[config.mk]
export PLATFORM = sky130hd
export DESIGN_NAME = phy_rx_serial_align
export DESIGN_NICKNAME = d
export VERILOG_FILES = /design/src/rtl/phy_pkg.sv /design/src/rtl/phy_rx_lock_fsm.sv /design/src/rtl/phy_rx_serial_align.sv
export SDC_FILE = /design/constraint.sdc
export NUM_CORES = 1
export LEC_CHECK = 0
export ABC_CLOCK_PERIOD_IN_PS = 4100
export CAP_MARGIN = 15
export CORE_ASPECT_RATIO = 0.8
export CORE_MARGIN = 2
export CORE_UTILIZATION = 57
export DETAILED_ROUTE_END_ITERATION = 6
export PLACE_DENSITY_LB_ADDON = 0.15
export SLEW_MARGIN = 20
export SYNTH_ARGS = -nofsm -noshare
export SYNTH_HDL_FRONTEND = slang
export SYNTH_SLANG_ARGS = --single-unit
[constraint.sdc]
create_clock -name clk32f -period 4.1 [get_ports clk32f]
set_clock_uncertainty 0.15 [all_clocks]
set_input_delay 0.41 -clock clk32f [delete_from_list [all_inputs] [get_ports clk32f]]
set_output_delay 0.41 -clock clk32f [all_outputs]
set_load 0.01 [all_outputs]
[src/rtl/phy_pkg.sv]
// Shared constants and state encoding for the serial receive alignment path.
package phy_pkg;

    localparam int unsigned BYTE_W    = 8;
    localparam int unsigned BIT_CNT_W = 3;
    localparam int unsigned COM_CNT_W = 4;

    localparam logic [BYTE_W-1:0] COM = 8'hBC;

    typedef enum logic [1:0] {
        SEARCH = 2'd0,
        LOCK   = 2'd1,
        ACTIVE = 2'd2
    } rx_state_e;

endpackage

[src/rtl/phy_rx_lock_fsm.sv]
// Byte-alignment FSM: hunts for COM at any bit offset, then confirms
// COM_COUNT aligned COMs before declaring the lane active.
import phy_pkg::*;

module phy_rx_lock_fsm #(
    parameter int unsigned COM_COUNT = 4
) (
    input  logic clk32f,
    input  logic reset,
    input  logic sr_is_com,
    output logic active,
    output logic boundary_active
);

    rx_state_e              state;
    rx_state_e              state_nxt;
    logic [COM_CNT_W-1:0]   com_cnt;
    logic [COM_CNT_W-1:0]   com_cnt_nxt;
    logic [BIT_CNT_W-1:0]   bit_cnt;
    logic [BIT_CNT_W-1:0]   bit_cnt_nxt;
    logic                   boundary;
    logic                   active_nxt;

    assign boundary = (bit_cnt == BIT_CNT_W'(7));

    // State register
    always_ff @(posedge clk32f or negedge reset) begin
        if (!reset) begin
            state   <= SEARCH;
            com_cnt <= '0;
            bit_cnt <= '0;
            active  <= 1'b0;
        end else begin
            state   <= state_nxt;
            com_cnt <= com_cnt_nxt;
            bit_cnt <= bit_cnt_nxt;
            active  <= active_nxt;
        end
    end

    // Next-state logic; a COM hit in SEARCH restarts bit_cnt so the next
    // boundary lands exactly one byte after the match.
    always_comb begin
        state_nxt   = state;
        com_cnt_nxt = com_cnt;
        bit_cnt_nxt = bit_cnt + BIT_CNT_W'(1);
        case (state)
            SEARCH: begin
                if (sr_is_com) begin
                    bit_cnt_nxt = '0;
                    com_cnt_nxt = COM_CNT_W'(1);
                    state_nxt   = (COM_COUNT == 1) ? ACTIVE : LOCK;
                end
            end
            LOCK: begin
                if (boundary) begin
                    if (sr_is_com) begin
                        com_cnt_nxt = com_cnt + COM_CNT_W'(1);
                        if (com_cnt_nxt == COM_CNT_W'(COM_COUNT)) begin
                            state_nxt = ACTIVE;
                        end
                    end else begin
                        com_cnt_nxt = '0;
                        state_nxt   = SEARCH;
                    end
                end
            end
            ACTIVE: begin
            end
            default: begin
                state_nxt   = SEARCH;
                com_cnt_nxt = '0;
            end
        endcase
    end

    // Outputs; boundary_active is a decode of registered state only
    always_comb begin
        active_nxt      = (state_nxt == ACTIVE);
        boundary_active = (state == ACTIVE) && boundary;
    end

endmodule

[src/rtl/phy_rx_serial_align.sv]
// Serial-to-parallel receive stage: aligns on COM and delivers non-COM bytes
// with a one-cycle valid strobe.
import phy_pkg::*;

module phy_rx_serial_align #(
    parameter int unsigned COM_COUNT = 4
) (
    input  logic       clk32f,
    input  logic       reset,
    input  logic       data_in,
    output logic [7:0] data_out,
    output logic       valid_out,
    output logic       active
);

    logic [BYTE_W-1:0] sr;
    logic              sr_is_com;
    logic              boundary_active;

    assign sr_is_com = (sr == COM);

    phy_rx_lock_fsm #(
        .COM_COUNT(COM_COUNT)
    ) u_lock_fsm (
        .clk32f         (clk32f),
        .reset          (reset),
        .sr_is_com      (sr_is_com),
        .active         (active),
        .boundary_active(boundary_active)
    );

    // Shift in MSB-first; COM bytes seen while active are idle and dropped
    always_ff @(posedge clk32f or negedge reset) begin
        if (!reset) begin
            sr        <= '0;
            data_out  <= '0;
            valid_out <= 1'b0;
        end else begin
            sr <= {sr[BYTE_W-2:0], data_in};
            if (boundary_active && !sr_is_com) begin
                data_out  <= sr;
                valid_out <= 1'b1;
            end else begin
                valid_out <= 1'b0;
            end
        end
    end

endmodule

==> Yosys cells after proc, flatten, opt, wreduce, memory -nomap -nowiden <==
Index checks and enable logic that the tools add are counted.
{ "word_totals": {"input_bits": 3, "regBits": 27, "out_inout_bits": 10} }
{ "op_classes": {"bitwise": 1, "mux": 12, "addsub": 2, "reduce_logical": 5, "eq_ne": 8} }
{ "ops": {"columns": ["operator", "count"], "rows": [
  ["4-bit 2-to-1 mux", 3],
  ["4-bit case mux with 3 select lines", 1],
  ["8-bit equality test (second input constant)", 1],
  ["2-bit 2-to-1 mux", 4],
  ["3-bit 2-to-1 mux", 2],
  ["2-bit case mux with 3 select lines", 1],
  ["4-bit by 1-bit adder with 4-bit output (second input constant)", 1],
  ["2-bit equality test (second input constant)", 2],
  ["4-bit by 3-bit equality test with 1-bit output (second input constant)", 1],
  ["3-bit by 1-bit adder with 3-bit output (second input constant)", 1],
  ["3-bit equality test (second input constant)", 1],
  ["3-bit AND reduction", 1],
  ["2-bit by 1-bit equality test with 1-bit output (second input constant)", 1],
  ["1-bit logical AND", 2],
  ["2-bit logical NOT", 1],
  ["2-bit by 1-bit inequality test with 1-bit output (second input constant)", 1],
  ["2-bit inequality test (second input constant)", 1],
  ["1-bit logical NOT", 1],
  ["1-bit 2-to-1 mux", 1],
  ["1-bit inverter", 1]
]} }

==> Longest topological paths before layout <==
{ "logic_depth": {"depth_word": 7, "ltp_mapped": 6, "mapped_depth_nobuf": 6} }

==> Cells and area by module <==
A second synthesis with hierarchy kept.
{ "hier_totals": {"cells_unflattened": 100, "hier_area_um2": 1202.4} }
{ "modules_own_cells": {"columns": ["module", "cells_each", "area_each_um2", "n_inst"], "rows": [
  ["phy_rx_serial_align", 47, 681.9, 1],
  ["phy_rx_lock_fsm", 53, 520.5, 1]
]} }

==> Worst setup path before layout <==
OpenSTA, ideal clock, no wires.
{ "synth_timing": {"path_kind": "reg-to-reg", "from": "register u_lock_fsm.bit_cnt[0]", "to": "register data_out[0]", "stages_incl_launch_ff": 6, "period_less_slack_ns": 1.760, "required_time_ns": 3.825, "path_slack_ns": 2.340, "setup_time_ns": 0.125, "arrival_ns": 1.485, "path_cell_list": "dfrtp_1 -> ha_1 -> ha_1 -> inv_1 -> nor3_4 -> mux2_2"} }
{ "synth_between": {"elab_chain_cells": 3} }
{ "synth_rtl": {"columns": ["item", "line_no", "rtl"], "rows": [
  ["start, declared", "phy_rx_lock_fsm.sv:19", "logic [BIT_CNT_W-1:0] bit_cnt;"],
  ["start signal, assigned", "phy_rx_lock_fsm.sv:36", "bit_cnt <= bit_cnt_nxt;"],
  ["3-bit equality test", "phy_rx_lock_fsm.sv:24", "assign boundary = (bit_cnt == BIT_CNT_W'(7));"],
  ["1-bit logical AND", "phy_rx_lock_fsm.sv:80", "boundary_active = (state == ACTIVE) && boundary;"],
  ["1-bit logical AND", "phy_rx_serial_align.sv:40", "if (boundary_active && !sr_is_com) begin"],
  ["end signal, assigned", "phy_rx_serial_align.sv:41", "data_out <= sr;"],
  ["end, declared", "phy_rx_serial_align.sv:11", "output logic [7:0] data_out,"]
]} }
No other way between the ends.
A chain may end at the register's enable or synchronous reset.

==> Worst setup path in the final report <==
{ "layout_timing": {"from": "register u_lock_fsm.bit_cnt[0]", "to": "register data_out[7]"} }
Same word-level chain as after synthesis.

==> metrics list <==
- Largest net degree at the start of global routing: 18
* Multiplexer fraction of the synthesized cell area: 8.07%
- Setup Buffers After CTS: 0
* Clock Root Buffer: sky130_fd_sc_hd__clkbuf_4
- Data required, critical path: about 4.2 ns
- Aggregate global-route resource usage: between 10% and 20%
* Most common cell after layout, fill and taps aside: sky130_fd_sc_hd__dfrtp_1
- Post-Synth Adder-Cell Area: approximately 4.5%
- Yosys mapped a number of flops with a built-in enable equal to 0.
* Synth warnings: 0
- Leak pwr: 0.555 nW
- Final worst slack: 2.14 ns
* Worst setup EP type: flip-flop
* Vias/cell: 5.87
- The startpoint identified for the worst register-to-register timing path is u_lock_fsm.bit_cnt[0].
- Relative slew slack: 51.9%
* Arrival time of the worst setup path: a little over 2 ns
- Number of max-cap violations: 0
* Achievable frequency: between 0.5 and 0.6 GHz
* Clock tree from TritonCTS: built
- Setup TNS: 0 ns
- Delay of the slowest critical-path stage: 0.43 ns
* Area taken by multi-input logic gates: 417 um2
- Async set or reset register ratio after synthesis: 100%
- Critical Path Source: u_lock_fsm.bit_cnt[0]
- Flip-flop and latch count after synthesis: 27
* Post-layout minimum cycle time: 1.96 ns
- STA classifies the critical path startpoint as a flip-flop.
- VDD sags by at most about 410 uV.
- The synthesized netlist contains 30 unique library cells.
- Routed wire length on met3: 94 um
- Worst setup path class: reg2reg
- Filler cells: ~140
- After routing the design area is about 1300 um2.
- Count of antenna-violating nets left after detailed routing: 0
- Final Max Slew Viols: 0
- The number of nets in the synthesized netlist is 92.
- Die Ht: approximately 44 um
* Most used cells in the layout excluding fill and tap cells: sky130_fd_sc_hd__dfrtp_1, sky130_fd_sc_hd__clkdlybuf4s50_1, sky130_fd_sc_hd__nand2_1, sky130_fd_sc_hd__mux2_2, sky130_fd_sc_hd__ha_1
- In this run the cell area of the synthesized design comes to roughly 1100 um2.
* Main flop type after synthesis: sky130_fd_sc_hd__dfrtp_1
* Reported net switching power: 118 uW
- Relative to the synthesized area, the layout overhead comes to 15.5%.
* Total count of hold-check failures in the final report: 0
- At the end of the flow, the number of nets in the layout was approximately 110.
* Total of hold buffers inserted after clock tree synthesis: 0
* Mean post-synth cell area: 13.1 um2
- Iteration count of the initial detailed-routing pass: 4
* Starting DRC count in detailed routing: 14
- In the final routing, the length of wire on met1 measures 860 um.
* Number of antenna violations at the first check in global routing: 0
* Diode insertion count for antenna repair: 0
- Proportion of power drawn by combinational gates: 13.2%
- The floorplan step set the die width to around 53 um.
* Power per standard cell area: 360 nW/um2
- After detailed routing, the total wire length is 1800 um.
* Final estimated routing congestion in global placement: 0.814
* Number of sinks driven by the clock tree: 27
- Length of routed met2 wiring: ~820 um
- Pre-CTS setup slack: 2.13 ns
- Number of vias after detailed routing: 728
* Synth Area in Compound Gates: roughly 11%
- For the pin with the worst max-slew slack, the measured transition is just over 0.7 ns.
* Fraction of final layout cells sized beyond drive strength 1: 16.0%
- Counting along the longest clock path gives a buffer depth of 2.
- Post-detailed-placement cell area: about 1300 um2
* Post-DP HPWL: 1350 um
* Seq pwr share: 63.3%
- The cell that appears most often on the critical path is sky130_fd_sc_hd__ha_1.
- In this run the tool buffered the top-level ports with 12 buffer cells.
- After detailed routing, the average wire length per cell comes to 14.5 um.
* Count of H-tree levels built during CTS: 1
- Non-filler cells, final: 124
- Internal Power: 346 uW
- Clock network fraction of total power: 23.4%
* Remaining DRCs: 0
- Number of endpoints failing setup at the final stage: 0
- Fraction of power spent switching nets: 25.4%
* Floorplan die area: 2330 um2
* Number of global-route vias before repair: 706
- Highest-delay cell along the critical path: sky130_fd_sc_hd__nor3_4
* Largest family of logic cells by synthesized area: simple AND/OR/NAND/NOR gates
- Post-synthesis simple-gate area fraction: a little over an eighth
- For the worst-skew pair, the clock arrives at the later sink with an insertion delay of 0.32 ns.
- Startpoint of the most critical hold path: sr[5]
* Clock slew at the register clock pins of the worst setup and hold paths: 0.14 ns
- Xor and xnor fraction of the mapped netlist area: 0.785%
* Total I/O pin count: 13
- Register area share after synthesis: 60.5%
- Total congestion overflow after global routing: 0
- Once the clock tree was built, the resizer swapped 0 gates to a different size.
- Placed cell count: 120
- Hold WC Path Type: reg2reg
- Run status: finished, final reports clean
- The critical path goes through ha_1, ha_1, inv_1, nor3_4, mux2_2.
- The core region is 1860 um2.
* First-pass GRT wire length: between 3000 and 4000 um
* Initial Utilization: between 60% and 70%
- Number of rows created at floorplan: 14
- Cells after Synth: 85
- Unrepaired setup endpoints after global routing: no
* Highest routing layer actually used: met4
- In the final layout, flip-flops and latches occupy 676 um2.
* Largest fanout on the critical path: 9
* Post-route fraction of the period consumed by the critical path: 47.7%
- Number of buffers inserted during clock tree synthesis: 3
* Pwr Total: 464 uW
[cells in the mapped netlist (2+ instances only)]
library cell               count  area share [%]
sky130_fd_sc_hd__a21oi_1       2            0.90
sky130_fd_sc_hd__ha_1          4             4.5
sky130_fd_sc_hd__nor3_1        2            0.90
sky130_fd_sc_hd__inv_1         3             1.0
sky130_fd_sc_hd__nor2b_1       2             1.1
sky130_fd_sc_hd__nand2b_1      2             1.1
sky130_fd_sc_hd__o41ai_1       2             1.6
sky130_fd_sc_hd__dfrtp_1      27              61
sky130_fd_sc_hd__a22o_1        3             2.4
sky130_fd_sc_hd__mux2_2        8             8.1
sky130_fd_sc_hd__nand2_1       8             2.7
sky130_fd_sc_hd__o31ai_1       2             1.3
sky130_fd_sc_hd__nor2_1        2            0.67
sky130_fd_sc_hd__o21ai_0       2            0.90
[power groups by stage]
stage | sequential [mW] | clock, mW | combinational [mW]
floorplan | 0.296 | 0 | 0.0446
global placement | 0.299 | 0 | 0.0583
detailed placement | 0.299 | 0 | 0.0607
CTS | 0.294 | 0.113 | 0.0616
global route | 0.297 | 0.127 | 0.0717
finish | 0.294 | 0.109 | 0.0613
[critical path, delay by kind of cell (launching register included)]
kind	cells	cell delay [ns]
AND/OR/NAND/NOR	1	0.43
buffers and inverters	1	0.14
adder cells (fa/ha/maj)	2	0.37
multiplexers	1	0.39
flip-flops	1	0.38
[flip-flops by register name, summed over array words and instances (netlist names)]
register / count
data_out: 8
sr: 8
u_lock_fsm.active: 1
u_lock_fsm.bit_cnt: 3
u_lock_fsm.com_cnt: 4
u_lock_fsm.state: 2
valid_out: 1
[metal layers]
layer,vias to the layer above,track usage (%)
li1,344,-
met1,358,27.2
met2,24,27.4
met3,2,6.21
met4,0,6.15
met5,-,0
[layout make-up]
cell class,count,area share (%)
sequential,27,52.4
multi-input combinational,53,32.3
timing repair buffer,13,9.90
tap,24,2.33
clock buffer,3,1.75
inverter,3,0.874
clock inverter,1,0.388
[cells by family after synthesis]
kind of cell	count (synthesis)
compound gates	16
flops	27
simple gates	24
fa+ha+maj	4
mux	8
buf+inv	5
xor+xnor	1
[metrics by stage]
stage / hold WS (ns) / util, %
floorplan: -0.0356 / -
global placement: 0.228 / 67.9
detailed placement: 0.236 / 67.9
CTS: 0.266 / 69.4
global route: 0.279 / 69.4
finish: 0.259 / 69.4
[final timing paths]
check	to	slack, ns	cells after the start
max	data_out[7]	2.14	5
min	sr[6]	0.26	0
max reg2reg	data_out[7]	2.14	5
min reg2reg	sr[6]	0.26	0
max in group asynchronous	data_out[1]	2.83	2
min in group asynchronous	data_out[4]	0.35	1
Power figures use the tool's default switching activity.
==> patch (same settings) <==
Re-encode `rx_state_e` (3 states) as one-hot, 3 bits wide.
--- a/src/rtl/phy_pkg.sv
+++ b/src/rtl/phy_pkg.sv
@@ -7,10 +7,10 @@
 
     localparam logic [BYTE_W-1:0] COM = 8'hBC;
 
-    typedef enum logic [1:0] {
-        SEARCH = 2'd0,
-        LOCK   = 2'd1,
-        ACTIVE = 2'd2
+    typedef enum logic [2:0] {
+        SEARCH = 3'b001,
+        LOCK   = 3'b010,
+        ACTIVE = 3'b100
     } rx_state_e;
 
 endpackage
Behaviour: no difference found for any inputs over 10 cycles, from zero or initial values and one cycle with reset low; not proved beyond that.
==> patch against the original RTL <==
  * Critical endpoint is now u_lock_fsm.com_cnt[1]
  * Combinational power is 9.6% lower
  * Largest power group unchanged
  * Wire length rose by 8.7%
  * Global-route usage grew 1.7 points
  * Synthesized area up 4.8%
  * Setup slack got worse by 120 ps
  * Synthesized cell count grew 5.9%
  * Power rose by 15%
  * Sequential share of layout area decreased by 1.7 points
  * Cell count increased by 6.5%
  * Sequential power is 2% higher
  * Final area increased by 7.5%
  * Sequential cell count up 1
==> patch: results (changes against the original RTL) <==
stage,metric,value,unit,change
synthesis,commonest cells in the netlist,"dfrtp_1 (27), mux2_2 (8), o21ai_0 (6)",,"was dfrtp_1 (27), mux2_2 (8), nand2_1 (8)"
placement,placed cell areas,1330,um2,was 1260 um2
clock_tree,CTS Buffer Depth,2,,unchanged
setup_path,CP Data Arrival Time,2160,ps,was 2020 ps
synthesis,"Distinct cells, synth",32,,was 30
power_and_ir_drop,Sw Pwr,120,uW,was 118 uW
synthesis,"Seq/Total Area, Yosys",60.0,%,was 60.5%
finish,# nets final,116,,was 108
global_route,GRT Total Usage,20.6,%,was 18.9%
run_status,status,"complete, no violations",,unchanged
finish,"non-filler cells, final",132,,was 124
global_route,first-pass GRT wire length,3480,um,was 3080 um
sta,worst rel slew slack,66.8,%,was 51.9%
drt,Initial DRC Count,15,,was 14
synthesis,Gate Count Post-Synth,90,,was 85
placement,DP Worst Slack,2050,ps,was 2130 ps
power_and_ir_drop,combinational fraction of design power,10.3,%,was 13.2%
drt,DR WL/cell,14.8,um,was 14.5 um
global_route,number of global-route vias before repair,740,,was 706
global_route,largest net degree at the start of global routing,25,,was 18
drt,via count,725,,was 728
synthesis,top post-synthesis cells by area,"dfrtp_1 (58%), mux2_2 (7.7%), ha_1 (4.3%)",,"was dfrtp_1 (61%), mux2_2 (8.1%), ha_1 (4.5%)"
clock_tree,CTS Buf Count,3,,unchanged
power_and_ir_drop,Leakage,0.616,nW,was 0.555 nW
placement,Detailed Place HPWL,1380,um,was 1350 um
setup_path,worst-path cell with the longest stage delay,dfrtp_1,,was nor3_4
synthesis,syn nets,97,,was 92
setup_path,Worst path max stage delay,410,ps,was 430 ps
placement,GPL Wtd Cong,0.798,,was 0.814
setup_path,crit-path max FO,7,,was 9
power_and_ir_drop,VDD IR-drop max,0.354,mV,was 0.412 mV
patch: cell count changes after synthesis, moves of 3 or more:
| cell | before | now |
|---|---|---|
| a22o_1 | 3 | 0 |
| and2_1 | 0 | 4 |
| nand2_1 | 8 | 4 |
| o21ai_0 | 2 | 6 |
patch: cell families (layout without fill, tap and decap cells):
family          Yosys count  after routing  synth area share [%]
compound gates           14             14                  8.24
xor+xnor                  1              1                 0.749
flops                    28             28                  60.0
simple gates             30             30                  16.5
fa+ha+maj                 4              4                  4.28
buf+inv                   4             22                  1.28
mux                       9              9                  8.98
patch: layout make-up:
cell class                      instances  area (um2)
Sequential cell                        28         702
Tap cell                               24        30.0
Multi-Input combinational cell         58         453
Fill cell                             136         524
Inverter                                4        15.0
Clock buffer                            3        22.5
Clock inverter                          1        30.0
Timing Repair Buffer                   14         133
patch: path summary, 6_finish.rpt:
path | startpoint | to | slack, ps | depth (start not counted)
setup / recovery | u_lock_fsm.bit_cnt[0] | u_lock_fsm.com_cnt[1] | 2030 | 6
min in group asynchronous | reset | data_out[7] | 410 | 2
hold / removal | sr[0] | sr[1] | 260 | 0
setup reg to reg | u_lock_fsm.bit_cnt[0] | u_lock_fsm.com_cnt[1] | 2030 | 6
hold reg to reg | sr[0] | sr[1] | 260 | 0
max in group asynchronous | reset | u_lock_fsm.state[0] | 2840 | 3
patch: repair_timing:
item / 4_1_cts / 5_1_grt
gates resized for setup: 0 / 0
endpoints found under the setup margin: 0 / 0
endpoints found under the hold margin: 0 / 23
hold buffers: 0 / 1
patch: routing by layer:
metal / vias to the layer above / GRT usage, % / share of wire, %
li1: 356 / - / -
met1: 353 / 28.8 / 49
met2: 14 / 32.1 / 46
met3: 2 / 6.08 / 4.0
met4: 0 / 4.50 / 0.67
met5: - / 0 / 0
